--- src/rtl/rle_pkg.sv ---
// Shared types and constants for the RLE decoder: FSM states, entry field layout, word geometry.
package rle_pkg;

    localparam int unsigned DATA_W     = 32;
    localparam int unsigned BYTE_W     = 8;
    localparam int unsigned WORD_BYTES = 4;
    localparam int unsigned ENTRY_W    = 16;
    localparam int unsigned CNT_LSB    = 0;
    localparam int unsigned VAL_LSB    = 8;

    typedef enum logic [2:0] {
        IDLE,
        RD_ISSUE,
        RD_WAIT,
        DECODE,
        FLUSH
    } state_t;

endpackage

--- src/rtl/rle_byte_packer.sv ---
// Little-endian byte accumulator: gathers decoded bytes into 32-bit words, with a whole-word fill path.
module rle_byte_packer
    import rle_pkg::*;
(
    input  logic              clk,
    input  logic              nreset,
    input  logic              i_clear,
    input  logic              i_push,
    input  logic              i_fill,
    input  logic [BYTE_W-1:0] i_byte,
    output logic [DATA_W-1:0] o_word_c,
    output logic              o_word_valid_c,
    output logic              o_flush_c,
    output logic [1:0]        o_pos
);

    logic [DATA_W-1:0] r_word;
    logic [1:0]        r_pos;
    logic [DATA_W-1:0] w_next;

    // Word as it stands after this cycle's byte (or fill) is merged in.
    always_comb begin
        w_next = r_word;
        if (i_fill) begin
            w_next = {WORD_BYTES{i_byte}};
        end else if (i_push) begin
            w_next[{r_pos, 3'b000} +: BYTE_W] = i_byte;
        end
    end

    assign o_word_c       = w_next;
    assign o_word_valid_c = i_fill || (i_push && (r_pos == 2'(WORD_BYTES - 1)));
    assign o_flush_c      = (r_pos != 2'd0);
    assign o_pos          = r_pos;

    // Completed or cleared words restart from zero so partial words leave upper bytes zeroed.
    always_ff @(posedge clk or negedge nreset) begin
        if (!nreset) begin
            r_word <= '0;
            r_pos  <= '0;
        end else if (i_clear || o_word_valid_c) begin
            r_word <= '0;
            r_pos  <= '0;
        end else if (i_push) begin
            r_word <= w_next;
            r_pos  <= r_pos + 2'd1;
        end
    end

endmodule

--- src/rtl/rle_decode.sv ---
// Run-length decoder: reads {value,count} entries from SRAM and writes expanded bytes back through one port.
// Optional RLE_DECODE_FAST_FILL_EN emits a whole word per cycle when a run covers an aligned word.
module rle_decode
    import rle_pkg::*;
#(
    parameter int unsigned ADDR_W = 16
) (
    input  logic              clk,
    input  logic              nreset,
    input  logic              start,
    input  logic [31:0]       rle_addr,
    input  logic [31:0]       rle_size,
    input  logic [31:0]       message_addr,
    output logic [31:0]       message_size,
    output logic              done,
    output logic              port_A_clk,
    output logic [ADDR_W-1:0] port_A_addr,
    output logic              port_A_we,
    output logic [31:0]       port_A_data_in,
    input  logic [31:0]       port_A_data_out
);

`ifdef RLE_DECODE_FAST_FILL_EN
    localparam bit FAST_FILL = 1'b1;
`else
    localparam bit FAST_FILL = 1'b0;
`endif

    state_t              r_state,    w_state_d;
    logic [ADDR_W-1:0]   r_rd_ptr,   w_rd_ptr_d;
    logic [ADDR_W-1:0]   r_wr_ptr,   w_wr_ptr_d;
    logic [31:0]         r_rd_bytes, w_rd_bytes_d;
    logic [31:0]         r_rle_size, w_rle_size_d;
    logic [ENTRY_W-1:0]  r_upper,    w_upper_d;
    logic                r_half,     w_half_d;
    logic [BYTE_W-1:0]   r_run,      w_run_d;
    logic [BYTE_W-1:0]   r_value,    w_value_d;
    logic [31:0]         r_msize,    w_msize_d;
    logic                r_done,     w_done_d;
    logic                r_we,       w_we_d;
    logic [ADDR_W-1:0]   r_addr,     w_addr_d;
    logic [DATA_W-1:0]   r_wdata,    w_wdata_d;

    logic                w_pk_clear;
    logic                w_pk_push;
    logic                w_pk_fill;
    logic [DATA_W-1:0]   w_pk_word;
    logic                w_pk_word_valid;
    logic                w_pk_flush;
    logic [1:0]          w_pk_pos;
    logic                w_unused_addr_bits;

    assign w_unused_addr_bits = ^{rle_addr[31:ADDR_W], message_addr[31:ADDR_W]};

    rle_byte_packer u_packer (
        .clk            (clk),
        .nreset         (nreset),
        .i_clear        (w_pk_clear),
        .i_push         (w_pk_push),
        .i_fill         (w_pk_fill),
        .i_byte         (r_value),
        .o_word_c       (w_pk_word),
        .o_word_valid_c (w_pk_word_valid),
        .o_flush_c      (w_pk_flush),
        .o_pos          (w_pk_pos)
    );

    // Next-state and next-register logic; port outputs are loaded one cycle ahead of use.
    always_comb begin
        w_state_d    = r_state;
        w_rd_ptr_d   = r_rd_ptr;
        w_wr_ptr_d   = r_wr_ptr;
        w_rd_bytes_d = r_rd_bytes;
        w_rle_size_d = r_rle_size;
        w_upper_d    = r_upper;
        w_half_d     = r_half;
        w_run_d      = r_run;
        w_value_d    = r_value;
        w_msize_d    = r_msize;
        w_done_d     = r_done;
        w_we_d       = 1'b0;
        w_addr_d     = r_addr;
        w_wdata_d    = r_wdata;
        w_pk_clear   = 1'b0;
        w_pk_push    = 1'b0;
        w_pk_fill    = 1'b0;

        case (r_state)
            IDLE: begin
                if (start) begin
                    w_rd_ptr_d   = rle_addr[ADDR_W-1:0];
                    w_wr_ptr_d   = message_addr[ADDR_W-1:0];
                    w_rd_bytes_d = '0;
                    w_rle_size_d = rle_size;
                    w_msize_d    = '0;
                    w_done_d     = 1'b0;
                    w_pk_clear   = 1'b1;
                    if (rle_size == 32'd0) begin
                        w_state_d = FLUSH;
                    end else begin
                        w_state_d = RD_ISSUE;
                        w_addr_d  = rle_addr[ADDR_W-1:0];
                    end
                end
            end

            RD_ISSUE: begin
                // A write occupying the port this cycle pushes the read out by one cycle.
                if (r_we) begin
                    w_addr_d = r_rd_ptr;
                end else begin
                    w_state_d = RD_WAIT;
                end
            end

            RD_WAIT: begin
                w_upper_d    = port_A_data_out[ENTRY_W +: ENTRY_W];
                w_run_d      = port_A_data_out[CNT_LSB +: BYTE_W];
                w_value_d    = port_A_data_out[VAL_LSB +: BYTE_W];
                w_half_d     = 1'b0;
                w_rd_ptr_d   = r_rd_ptr + ADDR_W'(WORD_BYTES);
                w_rd_bytes_d = r_rd_bytes + 32'(WORD_BYTES);
                w_state_d    = DECODE;
            end

            DECODE: begin
                if (r_run != 8'd0) begin
                    if (FAST_FILL && (w_pk_pos == 2'd0) && (r_run >= 8'(WORD_BYTES))) begin
                        w_pk_fill = 1'b1;
                        w_run_d   = r_run - 8'(WORD_BYTES);
                        w_msize_d = r_msize + 32'(WORD_BYTES);
                    end else begin
                        w_pk_push = 1'b1;
                        w_run_d   = r_run - 8'd1;
                        w_msize_d = r_msize + 32'd1;
                    end
                    if (w_pk_word_valid) begin
                        w_we_d     = 1'b1;
                        w_addr_d   = r_wr_ptr;
                        w_wdata_d  = w_pk_word;
                        w_wr_ptr_d = r_wr_ptr + ADDR_W'(WORD_BYTES);
                    end
                end else if (!r_half) begin
                    w_half_d  = 1'b1;
                    w_run_d   = r_upper[CNT_LSB +: BYTE_W];
                    w_value_d = r_upper[VAL_LSB +: BYTE_W];
                end else if (r_rd_bytes < r_rle_size) begin
                    w_state_d = RD_ISSUE;
                    w_addr_d  = r_rd_ptr;
                end else begin
                    w_state_d = FLUSH;
                end
            end

            FLUSH: begin
                if (w_pk_flush) begin
                    w_we_d     = 1'b1;
                    w_addr_d   = r_wr_ptr;
                    w_wdata_d  = w_pk_word;
                    w_wr_ptr_d = r_wr_ptr + ADDR_W'(WORD_BYTES);
                end
                w_pk_clear = 1'b1;
                w_done_d   = 1'b1;
                w_state_d  = IDLE;
            end

            default: begin
                w_state_d = IDLE;
            end
        endcase
    end

    always_ff @(posedge clk or negedge nreset) begin
        if (!nreset) begin
            r_state    <= IDLE;
            r_rd_ptr   <= '0;
            r_wr_ptr   <= '0;
            r_rd_bytes <= '0;
            r_rle_size <= '0;
            r_upper    <= '0;
            r_half     <= 1'b0;
            r_run      <= '0;
            r_value    <= '0;
            r_msize    <= '0;
            r_done     <= 1'b0;
            r_we       <= 1'b0;
            r_addr     <= '0;
            r_wdata    <= '0;
        end else begin
            r_state    <= w_state_d;
            r_rd_ptr   <= w_rd_ptr_d;
            r_wr_ptr   <= w_wr_ptr_d;
            r_rd_bytes <= w_rd_bytes_d;
            r_rle_size <= w_rle_size_d;
            r_upper    <= w_upper_d;
            r_half     <= w_half_d;
            r_run      <= w_run_d;
            r_value    <= w_value_d;
            r_msize    <= w_msize_d;
            r_done     <= w_done_d;
            r_we       <= w_we_d;
            r_addr     <= w_addr_d;
            r_wdata    <= w_wdata_d;
        end
    end

    assign message_size   = r_msize;
    assign done           = r_done;
    assign port_A_clk     = clk;
    assign port_A_addr    = r_addr;
    assign port_A_we      = r_we;
    assign port_A_data_in = r_wdata;

endmodule

--- config.mk ---
export PLATFORM = sky130hd
export DESIGN_NAME = rle_decode
export DESIGN_NICKNAME = d
export VERILOG_FILES = /design/src/rtl/rle_pkg.sv /design/src/rtl/rle_byte_packer.sv /design/src/rtl/rle_decode.sv
export SDC_FILE = /design/constraint.sdc
export NUM_CORES = 1
export LEC_CHECK = 0
export BUFFER_PORTS_ARGS = -buffer_cell sky130_fd_sc_hd__buf_2
export CORE_ASPECT_RATIO = 1.75
export CORE_UTILIZATION = 60
export DETAILED_ROUTE_END_ITERATION = 10
export PLACE_DENSITY = 0.85
export SETUP_SLACK_MARGIN = 0.15
export SLEW_MARGIN = 10
export SYNTH_ARGS = -nofsm -noshare
export SYNTH_HDL_FRONTEND = slang
export SYNTH_SLANG_ARGS = --single-unit
--- constraint.sdc ---
create_clock -name clk -period 5.23 [get_ports clk]
set_input_delay 1.046 -clock clk [delete_from_list [all_inputs] [get_ports clk]]
set_output_delay 1.046 -clock clk [all_outputs]
set_load 0.02 [all_outputs]
==> impl_metrics.json, run 1 <==
{
  "outcome": "completed",
  "r2r_startpoint": "r_run[0]",
  "tightest_slew_ns": 1.194,
  "max_cap_viol_count": 0,
  "global_route_wire_length_before_repair_um": 51010,
  "clk_pin_slew_ns": 0.06,
  "worst_r2r_path_depth": 8,
  "wl_per_cell_um": 17.55,
  "initial_utilization": 0.6119,
  "synth-warning-count": 0,
  "drtAntennaViolNets": 0,
  "placement.setup.worst_slack_ns": 1.434,
  "numPlacedInstances": 1730,
  "syn_to_final_growth_pct": 14.63,
  "number_of_antenna_violations_at_the_first_check_in_global_routing": 1,
  "peakVddDrop_mv": 0.4825,
  "r2r_setup_slack_ns": 1.76,
  "critical_path.startpoint_type": "clock port",
  "post_cts_hold_buffer_count": 0,
  "holdWs_ns": 0.4617,
  "synthDistinctLibCells": 66,
  "syn_inst": 1362,
  "syn-num-nets": 1534,
  "path_type_of_the_worst_min_delay_path": "in -> async",
  "final_hold_viol_count": 0,
  "port_buffers": 181,
  "timing.final.max_slew_violations": 0,
  "drive_gt1_frac": 0.1720,
  "instances_no_fill": 1773,
  "final.setup.tns_ns": 0,
  "groute.usage.overall": 0.2948,
  "grt_setup_unrepaired": "false",
  "core.rowCount": 69,
  "die_height_um": 192.3,
  "synth_top_cells_by_count": "280 x nand2_1, 246 x dfrtp_1, 124 x o21ai_0",
  "critPathMaxFanout": 2,
  "finalSetupViolations": 0,
  "routed_via_density": 6.116,
  "rr_endpoint": "port_A_addr[4]",
  "ys_top_cells_by_area": "dfrtp_1 50%, nand2_1 8.5%, o21ai_0 5.0%, ha_1 4.1%, a21oi_1 3.8%",
  "place.detailed.hpwl_um": 22120,
  "detail_route.wirelength_um": 31120,
  "layout_setup_ws_ns": 1.177,
  "post-cts-setup-buffer-count": 0,
  "netlist_area_before_placement_um2": 12410,
  "critPathArrivalTime_ns": 3.01,
  "core_region_area_um2": 20290,
  "nets": 1681,
  "fin_util": 0.7014,
  "grt_start_max_net_pins": 116,
  "io-pin-count": 214,
  "yosys.cell_count.top_type": "nand2_1",
  "required_ns": 4.18,
  "synth-async-reset-ratio": 1.000,
  "gp_congestion": 0.9063,
  "synth_largest_type_area_fraction": 0.4959,
  "clock_skew_ns": 0.01960,
  "clock_insertion_delay_worst_skew_ns": 0.63,
  "dominantRegCellSynth": "dfrtp_1",
  "static-leakage-power_nw": 6.908,
  "worstSetupEndpointType": "output port",
  "power_density_nw_per_um2": 598.1,
  "timing.critical_path.from": "clk",
  "vias_in_the_first_global_route": 10774,
  "synth_sequential_area_ratio": 0.4959,
  "critPathKind": "clk -> out",
  "max_slew_margin": 0.2017,
  "die_area_um2": 21290,
  "synthDominantAreaCellType": "dfrtp_1",
  "synth_edf_count": 0,
  "grt_remaining_overflow": 0,
  "syn_avg_cell_area_um2": 9.115,
  "drt-pass1-iter-count": 5,
  "cts_tree": "built",
  "drc": 0,
  "drt_first_iter_violations": 822,
  "cts_resized": 0,
  "num_vias": 10843,
  "postSynthRegisterBits": 246,
  "horiz_die_dim_um": 110.7,
  "filler_cell_count": 1541
}
[flip-flops by register name, indices dropped and copies added (netlist names), 30 cells and up]
signal           count
port_A_data_in      32
message_size        32
r_rd_bytes          30
u_packer.r_word     32
r_rle_size          32
[final cells by class]
type	instances	area [um^2]	share of cell area
diodes	2	5.005	0.0003517
clock buffers	34	711.9	0.05003
clock inverters	8	70.07	0.004924
inverters	45	168.9	0.01187
multi-input cells	1001	5818	0.4088
flip-flops and latches	246	6156	0.4326
well taps	248	310.3	0.02180
repair buffers	189	991.0	0.06963
[worst max-delay path, cell delays in order]
cell and delay (ns):
clkbuf_16 0.12, clkbuf_16 0.13, buf_2 0.15
[through the flow]
step	instance area (um^2)	power, mW
after global placement	13450	6.578
final	14230	8.512
after CTS	14230	8.518
after floorplan	12410	5.710
after global routing	14230	9.099
after detailed placement	13450	6.760
[cells in the final DEF, fill, tap and decap left out, types with 14 or more instances in the layout]
cell type  synthesis  layout
o211ai_1          14      14
clkbuf_16          0      26
a22oi_1           19      19
xnor2_1           16      16
a21oi_1           94      93
and3_1            49      49
dfrtp_1          246     246
nand4_1           21      21
nor2_1            79      79
inv_1             45      45
nand3_1           47      47
ha_1              41      41
buf_2              2     180
o21ai_0          124     124
nand2_1          280     280
a22o_1            32      32
nor3_1            25      25
[how the worst max path moves through the flow]
stage | to | slack, ns
3_3_place_gp | port_A_clk | 1.43
6_report | port_A_clk | 1.18
4_1_cts | port_A_clk | 1.17
3_5_place_dp | port_A_clk | 1.43
5_1_grt | port_A_clk | 1.17
2_1_floorplan | port_A_clk | 1.44
[layer usage]
layer | track usage | vias to the layer above | part of all wire
met3 | 0.03455 | 120 | 0.047
met2 | 0.5406 | 411 | 0.52
met4 | 0.1779 | 0 | 0.059
met1 | 0.3269 | 5221 | 0.37
li1 | - | 5091 | -
met5 | 0 | - | 0
[kinds of logic (layout without fill, tap and decap cells)]
group                      Yosys count  in the layout  synth area share
AOI/OAI and AO/OA                  341            341            0.1675
xor gates and xnor gates            28             28           0.01975
adders and majority gates           41             41           0.04132
buffers and inverters              115            276           0.03749
DFF                                246            246            0.4959
muxes                               29             29           0.02812
other                                0              2                 0
and+or+nand+nor                    562            562            0.2099
[power by group]
| group | switching (mW) | internal (mW) | total, mW | leakage, nW |
|---|---|---|---|---|
| Sequential | 0.719 | 2.66 | 3.38 | 3.11 |
| Combinational | 2.10 | 1.30 | 3.39 | 3.41 |
| Clock | 0.740 | 0.999 | 1.74 | 0.385 |
| Total | 3.55 | 4.96 | 8.51 | 6.91 |
No activity file was read; power rests on OpenSTA's default activity.
==> inputs of run 2 (changes only) <==
Settings changed: ABC_AREA set to 1, CORE_UTILIZATION 60 to 52, PLACE_DENSITY 0.85 to 0.77.
Clock period 5.23 ns to 3.59 ns, I/O delays scaled along.
==> impl_metrics.json, run 2 <==
{
  "dominantRegCellSynth": "dfrtp_1",
  "layout_commonest_cell": "nand2_1",
  "globalRoute.busiestLayer": "met2",
  "drt_first_iter_violations": 880,
  "drt-pass1-iter-count": 6,
  "antennaDiodeCount": 0,
  "io-pin-count": 214,
  "vias_in_the_first_global_route": 12476,
  "global_route_wire_length_before_repair_um": 58490,
  "ys_top_cells_by_area": "dfrtp_1 46%, nand2_1 14%, nor2_1 6.1%, inv_1 5.4%, o21ai_0 4.5%",
  "netlist_area_before_placement_um2": 13530,
  "syn-num-nets": 1964,
  "wl_per_cell_um": 15.55,
  "drive_gt1_frac": 0.1566,
  "routed_via_density": 5.396,
  "initial_utilization": 0.5319,
  "syn_avg_cell_area_um2": 7.549,
  "final_hold_viol_count": 0,
  "tightest_slew_ns": 0.7430,
  "synth_sequential_area_ratio": 0.4550,
  "syn_inst": 1792,
  "postSynthRegisterBits": 246,
  "max_cap_viol_count": 0,
  "number_of_antenna_violations_at_the_first_check_in_global_routing": 1,
  "synth_largest_type_area_fraction": 0.4550,
  "clock_insertion_delay_worst_skew_ns": 0.64,
  "drtAntennaViolNets": 0,
  "die_height_um": 215.4,
  "synthDistinctLibCells": 46,
  "final.setup.tns_ns": 0,
  "groute.usage.overall": 0.2789,
  "detail_route.wirelength_um": 35590,
  "critical_path.startpoint_type": "clock port",
  "cts_tree": "built",
  "required_ns": 2.87,
  "max_slew_margin": 0.5042,
  "met2_usage": 0.5120,
  "critPathMaxFanout": 2,
  "synth-async-reset-ratio": 1.000,
  "grt_use_met3": 0.02960,
  "critPathArrivalTime_ns": 2.19,
  "fin_util": 0.6123,
  "drc": 0,
  "die_area_um2": 26690,
  "synth-warning-count": 0,
  "synth_top_cells_by_count": "508 x nand2_1, 246 x dfrtp_1, 220 x nor2_1",
  "place.detailed.hpwl_um": 26220,
  "power_density_nw_per_um2": 787.5,
  "gp_congestion": 0.9257,
  "syn_to_final_growth_pct": 15.12,
  "yosys.cell_count.top_type": "nand2_1",
  "cts_resized": 0,
  "core.rowCount": 77,
  "post_cts_hold_buffer_count": 0,
  "grt_setup_unrepaired": "false",
  "num_vias": 12351,
  "grt_start_max_net_pins": 89,
  "nets": 2127,
  "finalSetupViolations": 0,
  "timing.final.max_slew_violations": 0,
  "fin_total_pwr_mw": 12.26,
  "critPathKind": "clk -> out",
  "r2r_setup_slack_ns": 1.00,
  "peakVddDrop_mv": 0.5245,
  "static-leakage-power_nw": 7.663,
  "horiz_die_dim_um": 123.9,
  "synthDominantAreaCellType": "dfrtp_1",
  "outcome": "completed",
  "port_buffers": 181,
  "clock_skew_ns": 0.02010,
  "core_region_area_um2": 25430,
  "post-cts-setup-buffer-count": 0,
  "worstSetupEndpointType": "output port",
  "final_cell_mix": "508 x nand2_1, 246 x dfrtp_1, 220 x nor2_1, 193 x inv_1, 180 x buf_2",
  "met1_track_demand_over_resource": 0.3050,
  "grt_remaining_overflow": 0,
  "clk_pin_slew_ns": 0.07,
  "path_type_of_the_worst_min_delay_path": "in -> async",
  "synth_edf_count": 0
}
run 2: cell count changes after synthesis, sizes merged, moves of 33 or more:
cell and delta:
and3 -49, clkbuf -33, inv +165, nand2 +245
nand3 +41, nor2 +151
run 2: cell families after synthesis:
kind of cell               after synthesis  synth area share
AOI/OAI and AO/OA                      289            0.1236
xor gates and xnor gates                25           0.01619
adders and majority gates               41           0.03792
buffers and inverters                  273           0.08343
DFF                                    246            0.4550
muxes                                    3          0.002220
and+or+nand+nor                        915            0.2816
run 2: layout make-up:
cell class / instances / area, um^2
Clock buffer: 41 / 830.8
Inverter: 210 / 788.3
Fill cell: 2346 / 9861
Multi-Input combinational cell: 1273 / 6256
Sequential cell: 246 / 6156
Tap cell: 316 / 395.4
Timing Repair Buffer: 196 / 1056
Clock inverter: 7 / 91.34
run 2: layer usage:
| layer | vias up | part of all wire |
|---|---|---|
| met2 | 369 | 0.54 |
| met1 | 5792 | 0.37 |
| met4 | 2 | 0.046 |
| li1 | 6086 | - |
| met5 | - | 0.00028 |
| met3 | 102 | 0.043 |
run 2: critical path, stage by stage:
cell and delay [ns]:
clkbuf_16 0.12, clkbuf_16 0.12, buf_2 0.15
run 2: stage by stage:
step | std cells | cell area, um^2 | hold slack [ns] | worst slack [ns]
final | 2289 | 15570 | 0.08469 | 0.6856
after global routing | 2289 | 15570 | 0.1307 | 0.6801
after CTS | 2289 | 15570 | 0.1145 | 0.6822
after detailed placement | 2242 | 14660 | 0.4542 | 0.9418
after global placement | 2242 | 14660 | 0.4545 | 0.9418
after floorplan | 1792 | 13530 | 0.4224 | 0.9430
run 2: path summary, 6_finish.rpt:
path	start	to	cells past startpoint
min reg2reg	port_A_addr[2]	port_A_addr[2]	2
min	nreset	r_rle_size[15]	1
max reg2reg	r_state[2]	port_A_data_in[2]	10
max in group asynchronous	nreset	port_A_data_in[18]	2
min in group clk	port_A_data_out[27]	r_upper[11]	3
max	clk	port_A_clk	3
run 2: power breakdown:
group	total, mW	internal [mW]	switching [mW]	leakage [nW]
combinational	5.00	1.59	3.41	4.05
sequential	4.39	3.75	0.647	3.16
clock	2.87	1.73	1.14	0.455
total	12.3	7.07	5.19	7.66
==> inputs of run 3 (changes only) <==
Clock period 3.59 ns to 2.6 ns, I/O delays scaled along.
==> impl_metrics.json, run 3 (synthesis gave the netlist of run 2 again) <==
{
  "num_vias": 12447,
  "final_cell_mix": "508 x nand2_1, 246 x dfrtp_1, 220 x nor2_1, 193 x inv_1, 180 x buf_2",
  "finalCriticalPeriod_ns": 2.319,
  "vias_in_the_first_global_route": 12374,
  "clock_insertion_delay_worst_skew_ns": 0.65,
  "detail_route.wirelength_um": 36480,
  "critPathArrivalTime_ns": 2.85,
  "rr_endpoint": "port_A_addr[5]",
  "hold_path.startpoint": "port_A_data_out[28]",
  "r2r_setup_slack_ns": 0.28,
  "max_slew_margin": 0.4754,
  "required_ns": 3.13,
  "fin_util": 0.6174,
  "r2r_startpoint": "r_rd_bytes[29]",
  "clock_skew_ns": 0.009404,
  "placed_area_um2": 14770,
  "routed_via_density": 5.405,
  "global_route_wire_length_before_repair_um": 58430,
  "core_region_area_um2": 25430,
  "grt_start_max_net_pins": 73,
  "port_buffers": 181,
  "io-pin-count": 214,
  "design_area_um2": 15700,
  "finalSetupViolations": 0,
  "initial_utilization": 0.5319,
  "drtAntennaViolNets": 0,
  "hold_path_depth": 3,
  "path_type_of_the_worst_min_delay_path": "in -> reg",
  "drc": 0,
  "peakVddDrop_mv": 0.6848,
  "die_height_um": 215.4,
  "power_density_nw_per_um2": 1089,
  "drt-pass1-iter-count": 5,
  "final_hold_viol_count": 0,
  "number_of_antenna_violations_at_the_first_check_in_global_routing": 1,
  "wl_per_cell_um": 15.84,
  "layout_worst_path_cycle_share": 0.8921,
  "fin_total_pwr_mw": 17.10,
  "grt_remaining_overflow": 0,
  "max_cap_viol_count": 0,
  "critPathKind": "reg -> reg",
  "fmax_mhz": 431.2,
  "timing.final.max_slew_violations": 0,
  "syn_to_final_growth_pct": 16.08,
  "cts_resized": 0,
  "final.setup.tns_ns": 0,
  "cts_tree": "built",
  "static-leakage-power_nw": 7.731,
  "numPlacedInstances": 2254,
  "antennaDiodeCount": 0,
  "worst_hold_path.endpoint": "r_upper[12]",
  "outcome": "completed",
  "layout_commonest_cell": "nand2_1",
  "post-cts-setup-buffer-count": 0,
  "nets": 2141,
  "tightest_slew_ns": 0.7809,
  "gp_congestion": 0.9254,
  "critPathMaxFanout": 10,
  "critical_path.startpoint_type": "flop",
  "core.rowCount": 77,
  "grt_setup_unrepaired": "false",
  "groute.usage.overall": 0.2803,
  "die_area_um2": 26690,
  "drt_first_iter_violations": 664,
  "worst_r2r_path_depth": 11,
  "horiz_die_dim_um": 123.9,
  "drive_gt1_frac": 0.1636,
  "place.detailed.hpwl_um": 26670,
  "clk_pin_slew_ns": 0.07,
  "instances_no_fill": 2303,
  "worstSetupEndpointType": "flop"
}
## run 3: cell count changes in the layout (fill, tap and decap cells not counted)
cell / before / now
buf_12: 2 / 4
buf_4: 14 / 24
bufinv_16: 2 / 1
clkbuf_1: 4 / 1
clkbuf_8: 8 / 9
clkinv_2: 3 / 4
clkinv_4: 1 / 0
clkinvlp_4: 1 / 3
dlygate4sd3_1: 0 / 1
inv_8: 0 / 1
o21ai_2: 13 / 14
## run 3: critical path, stage by stage (launching register included)
cell and delay [ns]:
dfrtp_1 0.43, ha_1 0.33, nand2_1 0.06, nor2_1 0.14
nand2_1 0.13, nor3_1 0.26, nand2_1 0.17, nand2_1 0.13
nand2_2 0.17, buf_4 0.22, nand3_1 0.11, nand2_1 0.08
## run 3: per-stage QoR
stage / hold WS, ns / setup WS, ns
3_3_place_gp: 0.4537 / 0.3743
5_1_grt: 0.06259 / 0.1584
3_5_place_dp: 0.4529 / 0.2773
2_1_floorplan: 0.2244 / 0.4438
4_1_cts: 0.04795 / 0.3091
6_report: 0.07517 / 0.2806
## run 3: cell type report
class	instances	area, um^2
Fill cell	2373	9732
Multi-Input combinational cell	1274	6265
Sequential cell	246	6156
Timing Repair Buffer	209	1181
Clock buffer	39	833.3
Inverter	210	788.3
Tap cell	316	395.4
Clock inverter	9	83.83
## run 3: worst max-delay path by stage
stage                      start            endpoint  slack [ns]  cells past startpoint
6_report          r_rd_bytes[29]      port_A_addr[5]        0.28                     11
5_1_grt           r_rd_bytes[28]      port_A_addr[5]        0.16                     11
4_1_cts           r_rd_bytes[29]      port_A_addr[5]        0.31                     11
3_5_place_dp        rle_size[15]     port_A_addr[13]        0.28                     10
3_3_place_gp      r_rd_bytes[28]      port_A_addr[2]        0.37                     11
2_1_floorplan  u_packer.o_pos[0]  port_A_data_in[22]        0.44                     10
## run 3: routing by layer
metal / global-route usage / wire length (um)
met4: 0.1659 / 1850
met2: 0.5133 / 19580
met1: 0.2995 / 13700
met5: 0 / 11
met3: 0.03277 / 1340
## run 3: power by group
part	total (mW)	switching (mW)	internal, mW	leakage, nW
logic	7.09	4.76	2.33	4.12
clock network	3.93	1.61	2.32	0.451
registers	6.07	0.902	5.17	3.16
total	17.1	7.27	9.83	7.73
## run 3: timing repair
item,in CTS,in global routing
endpoints found under the setup margin,0,1
endpoints found under the hold margin,53,0
hold buffers,1,0
